<file path="src/rtl/adder_share_arbiter.sv">
// Round-robin arbiter sharing one WIDTH-bit adder between NREQ requesters.
// A single registered result slot; a new grant may overwrite it in the cycle it drains.
module adder_share_arbiter #(
    parameter int NREQ  = 4,
    parameter int WIDTH = 8,
    parameter int IDW   = 2
) (
    input  logic                  clk,
    input  logic                  rst_n,
    input  logic                  ena,
    input  logic [NREQ-1:0]       req_valid,
    input  logic [NREQ*WIDTH-1:0] req_a,
    input  logic [NREQ*WIDTH-1:0] req_b,
    output logic [NREQ-1:0]       req_ready,
    output logic                  res_valid,
    input  logic                  res_ready,
    output logic [WIDTH-1:0]      res_sum,
    output logic                  res_carry,
    output logic [IDW-1:0]        res_id,
    output logic [15:0]           op_count
);

    // Handshake: a request transfers on req_valid[i] & req_ready[i]; the result
    // leaves on res_valid & res_ready. Grants are issued only when the slot is free.

    logic [IDW-1:0]   last_grant;
    logic             slot_free;
    logic [NREQ-1:0]  grant;
    logic [IDW-1:0]   grant_id;
    logic             found;
    logic             xfer;
    logic [WIDTH-1:0] sel_a;
    logic [WIDTH-1:0] sel_b;
    logic [WIDTH:0]   add_out;

    assign slot_free = !res_valid || res_ready;

    // Two passes: indices above last_grant first, then wrap to 0..last_grant.
    always_comb begin
        grant    = '0;
        grant_id = '0;
        found    = 1'b0;
        if (ena && slot_free) begin
            for (int i = 0; i < NREQ; i++) begin
                if (!found && req_valid[i] && (IDW'(i) > last_grant)) begin
                    grant[i] = 1'b1;
                    grant_id = IDW'(i);
                    found    = 1'b1;
                end
            end
            for (int i = 0; i < NREQ; i++) begin
                if (!found && req_valid[i] && (IDW'(i) <= last_grant)) begin
                    grant[i] = 1'b1;
                    grant_id = IDW'(i);
                    found    = 1'b1;
                end
            end
        end
    end

    assign req_ready = grant;
    assign xfer      = found;

    // One-hot AND-OR operand select keeps operands off the grant path.
    always_comb begin
        sel_a = '0;
        sel_b = '0;
        for (int i = 0; i < NREQ; i++) begin
            if (grant[i]) begin
                sel_a = sel_a | req_a[i*WIDTH +: WIDTH];
                sel_b = sel_b | req_b[i*WIDTH +: WIDTH];
            end
        end
    end

    assign add_out = {1'b0, sel_a} + {1'b0, sel_b};

    always_ff @(posedge clk or negedge rst_n) begin
        if (!rst_n) begin
            res_valid  <= 1'b0;
            res_sum    <= '0;
            res_carry  <= 1'b0;
            res_id     <= '0;
            op_count   <= '0;
            last_grant <= IDW'(NREQ - 1);
        end else if (xfer) begin
            res_valid  <= 1'b1;
            res_sum    <= add_out[WIDTH-1:0];
            res_carry  <= add_out[WIDTH];
            res_id     <= grant_id;
            op_count   <= op_count + 16'd1;
            last_grant <= grant_id;
        end else if (res_valid && res_ready) begin
            res_valid <= 1'b0;
        end
    end

endmodule

</file>
<file path="config.mk">
export PLATFORM = sky130hd
export DESIGN_NAME = adder_share_arbiter
export DESIGN_NICKNAME = d
export VERILOG_FILES = /design/src/rtl/adder_share_arbiter.sv
export SDC_FILE = /design/constraint.sdc
export NUM_CORES = 1
export LEC_CHECK = 0
export CORE_MARGIN = 2
export CORE_UTILIZATION = 25
export CTS_CLUSTER_DIAMETER = 120
export DETAILED_ROUTE_END_ITERATION = 10
export GPL_TIMING_DRIVEN = 0
export PLACE_DENSITY_LB_ADDON = 0.15
export SLEW_MARGIN = 20
export SYNTH_ARGS = -nofsm -noshare
export SYNTH_HDL_FRONTEND = slang
export SYNTH_SLANG_ARGS = --single-unit
</file>
<file path="constraint.sdc">
create_clock -name clk -period 3.9 [get_ports clk]
set_input_delay 0.39 -clock clk [delete_from_list [all_inputs] [get_ports clk]]
set_output_delay 0.39 -clock clk [all_outputs]
set_load 0.02 [all_outputs]
</file>
==> run summary <==
final wirelength -> 5750 um
H-tree depth -> 2
Final setup viols -> 0
Site Rows -> 32
post-synth net total -> 294
Final Wtd Congestion -> 0.715
ys async rst share -> 1.00
placed cell area -> 0.00319 mm2
1st-iter DRT viols -> 56
Hold Crit Class -> in -> async
clock network power share -> 0.207
I/O pin cnt -> 104
net switching power -> 0.529 mW
Internal -> 0.940 mW
clock sinks -> 30
vias in the first global route -> 1978
total power draw -> 1.47 mW
CP Capture Type -> flip-flop
CTS max path bufs -> 2
top cells by count, synth -> dfrtp_1 (28), nand2_1 (24), a221o_1 (16), a22o_1 (16), o21ai_0 (15)
Final Slew Violations -> 0
Core Area -> 0.00781 mm2
CP startpoint -> res_ready
Slew headroom -> 0.565
GRT Overall Usage -> 0.134
clock skew -> 0.00335 ns
RR Endpoint -> res_carry$_DFFE_PN0P_
leakage power total -> 1.39 nW
Post-CTS Hold Buffers -> 0
Synth Flop Type -> dfrtp_1
worst-path fanout max -> 10
reg-to-reg startpoint -> last_grant[1]$_DFFE_PN1P_
largest cells by area after synthesis -> dfrtp_1 (34%), a221o_1 (7.9%), a22o_1 (6.9%)
crit path launch type -> input port
wire length of the first global-routing pass -> 9400 um
sequential element share of the synthesized area -> 0.370
Resized cells post-CTS -> 0
footprint of the multi-input gates -> 0.00121 mm2
Max-Cap Viols -> 0
Skew-Pair Late Insertion Delay -> 0.28 ns
Synth Instances -> 212
Starting Density -> 0.260
share of cells above drive strength 1 -> 0.0836
Synth top area share -> 0.345
sum of negative setup slack -> 0 ns
flops & latches, synth -> 30
vias -> 2024
Final Hold Fails -> 0
post-route cell area -> 0.00330 mm2
CTS root buffer -> clkbuf_8
combinational power share -> 0.465
Fmax achieved -> 0.289 GHz
DP HPWL -> 4810 um
die outline height -> 94.2 um
RSZ-0062 raised after global routing -> false
CTS tree -> yes
drt first pass iters -> 4
total setup buffers inserted after CTS -> 0
Worst EP required -> 4.10 ns
non-filler cells, final -> 425
clk slew on worst S/H paths -> 0.06 ns
Register Area -> 753 um2
Pwr Density -> 446 mW/mm2
synth unique cells -> 37
Syn. warnings -> 0
drt drc -> 0
R2R Setup Slk -> 0.53 ns
CP arrival -> 3.66 ns
CTS buffer count -> 5
# placed instances -> 417
initial antenna violation count -> 0
synthesized area -> 0.00203 mm2
Seq pwr share -> 0.328
Diodes inserted -> 0
Antenna Nets Post-Route -> 0
FF-to-FF path depth -> 14
peak supply drop -> 0.157 mV
Die Span X -> 94.2 um
routed length per instance -> 13.5 um
Synth Area per Inst -> 9.59 um2
vias per cell -> 4.76
switching share of total power -> 0.360
largest net degree at the start of global routing -> 31
IO buf count -> 103
most frequent cell after synthesis -> dfrtp_1
area delta synth->final -> 62.1%
nets -> 404
status -> finished clean
part of the cycle the worst path needs -> 0.887
Worst Max-Slew Pin Slew -> 0.653 ns
post-synth top area cell -> dfrtp_1
FILL cells -> 795
crit path capture -> res_carry$_DFFE_PN0P_
Period minus WS final -> 3.46 ns
crit path kind -> in -> reg
die area -> 0.00887 mm2
GRT overflow -> 0
Post-synth EDFFs -> 0
-- cells in the final DEF (no fill, tap or decap), drive strengths merged, types with 3 or more instances in the layout --
cell type and instances:
inv 4, o21ai 15, dfrtp 28, nor3 5, clkdlybuf4s50 102, ha 9
a221o 16, xor2 6, a21oi 7, nand2b 3, a22o 16, nand3 7
clkbuf 9, nand2 24, buf 8, nand4 6, and3 6, o31ai 3
xnor2 13, nor2 12
-- per-layer routing --
layer | global-route usage | share of wire | wire, um | vias up
li1 | - | - | - | 1028
met1 | 0.175 | 0.45 | 2610 | 911
met2 | 0.211 | 0.45 | 2580 | 80
met3 | 0.0385 | 0.083 | 477 | 5
met4 | 0.0435 | 0.014 | 80 | 0
met5 | 0 | 0 | 0 | -
-- critical path, stage by stage --
cell             delay [ns]
clkdlybuf4s50_1        0.45
nand2b_1               0.16
nand2_1                0.17
nor3_2                 0.50
buf_2                  0.31
a22o_1                 0.15
a221o_1                0.12
ha_1                   0.20
inv_1                  0.06
fa_1                   0.40
nor2b_1                0.16
o31ai_1                0.12
a21oi_1                0.21
o21ai_0                0.09
a31oi_1                0.16
-- logic make-up (layout without fill, tap and decap cells) --
logic type	after synthesis	after routing	synth area share
AO/OA/AOI/OAI	70	70	0.263
XOR/XNOR	19	19	0.0818
adder cells (fa/ha/maj)	10	10	0.0652
buffers and inverters	15	126	0.0351
flip-flops	30	30	0.370
AND/OR/NAND/NOR	68	68	0.184
-- flip-flops by register name, indices dropped and copies added, names as in the netlist --
name	count
op_count	16
last_grant	2
res_carry	1
res_id	2
res_valid	1
res_sum	8
-- final cells by class --
class	instances	area share
well taps	102	0.0387
multi-input cells	167	0.367
clock inverters	3	0.0121
plain buffers	11	0.0171
flip-flops and latches	30	0.229
clock buffers	5	0.0209
inverters	4	0.00456
repair buffers	103	0.311
-- power by group through the flow --
stage	Clock [mW]	Combinational, mW	Sequential, mW
2_1_floorplan	0	0.293	0.563
3_3_place_gp	0	0.691	0.486
3_5_place_dp	0	0.693	0.487
4_1_cts	0.315	0.696	0.484
5_1_grt	0.331	0.752	0.496
6_report	0.304	0.683	0.482
-- worst min-delay path by stage --
stage                                        start                       end  slack (ns)  cells past startpoint
after CTS                                    rst_n   op_count[0]$_DFFE_PN0P_        0.15                      1
after global placement    op_count[15]$_DFFE_PN0P_  op_count[15]$_DFFE_PN0P_        0.46                      1
final                                        rst_n   op_count[3]$_DFFE_PN0P_        0.14                      1
after floorplan                              rst_n   op_count[0]$_DFFE_PN0P_        0.09                      0
after global routing                         rst_n   op_count[3]$_DFFE_PN0P_        0.19                      1
after detailed placement                     rst_n   op_count[3]$_DFFE_PN0P_        0.46                      1
-- metrics by stage --
step | setup WS, ns | hold WS [ns] | utilization
3_5_place_dp | 0.0753 | 0.464 | 0.408
5_1_grt | 0.0390 | 0.187 | 0.422
2_1_floorplan | 0.901 | 0.0944 | -
6_report | 0.440 | 0.138 | 0.422
4_1_cts | 0.391 | 0.153 | 0.422
3_3_place_gp | 0.0766 | 0.463 | 0.409
(Power assumes the default switching activity.)
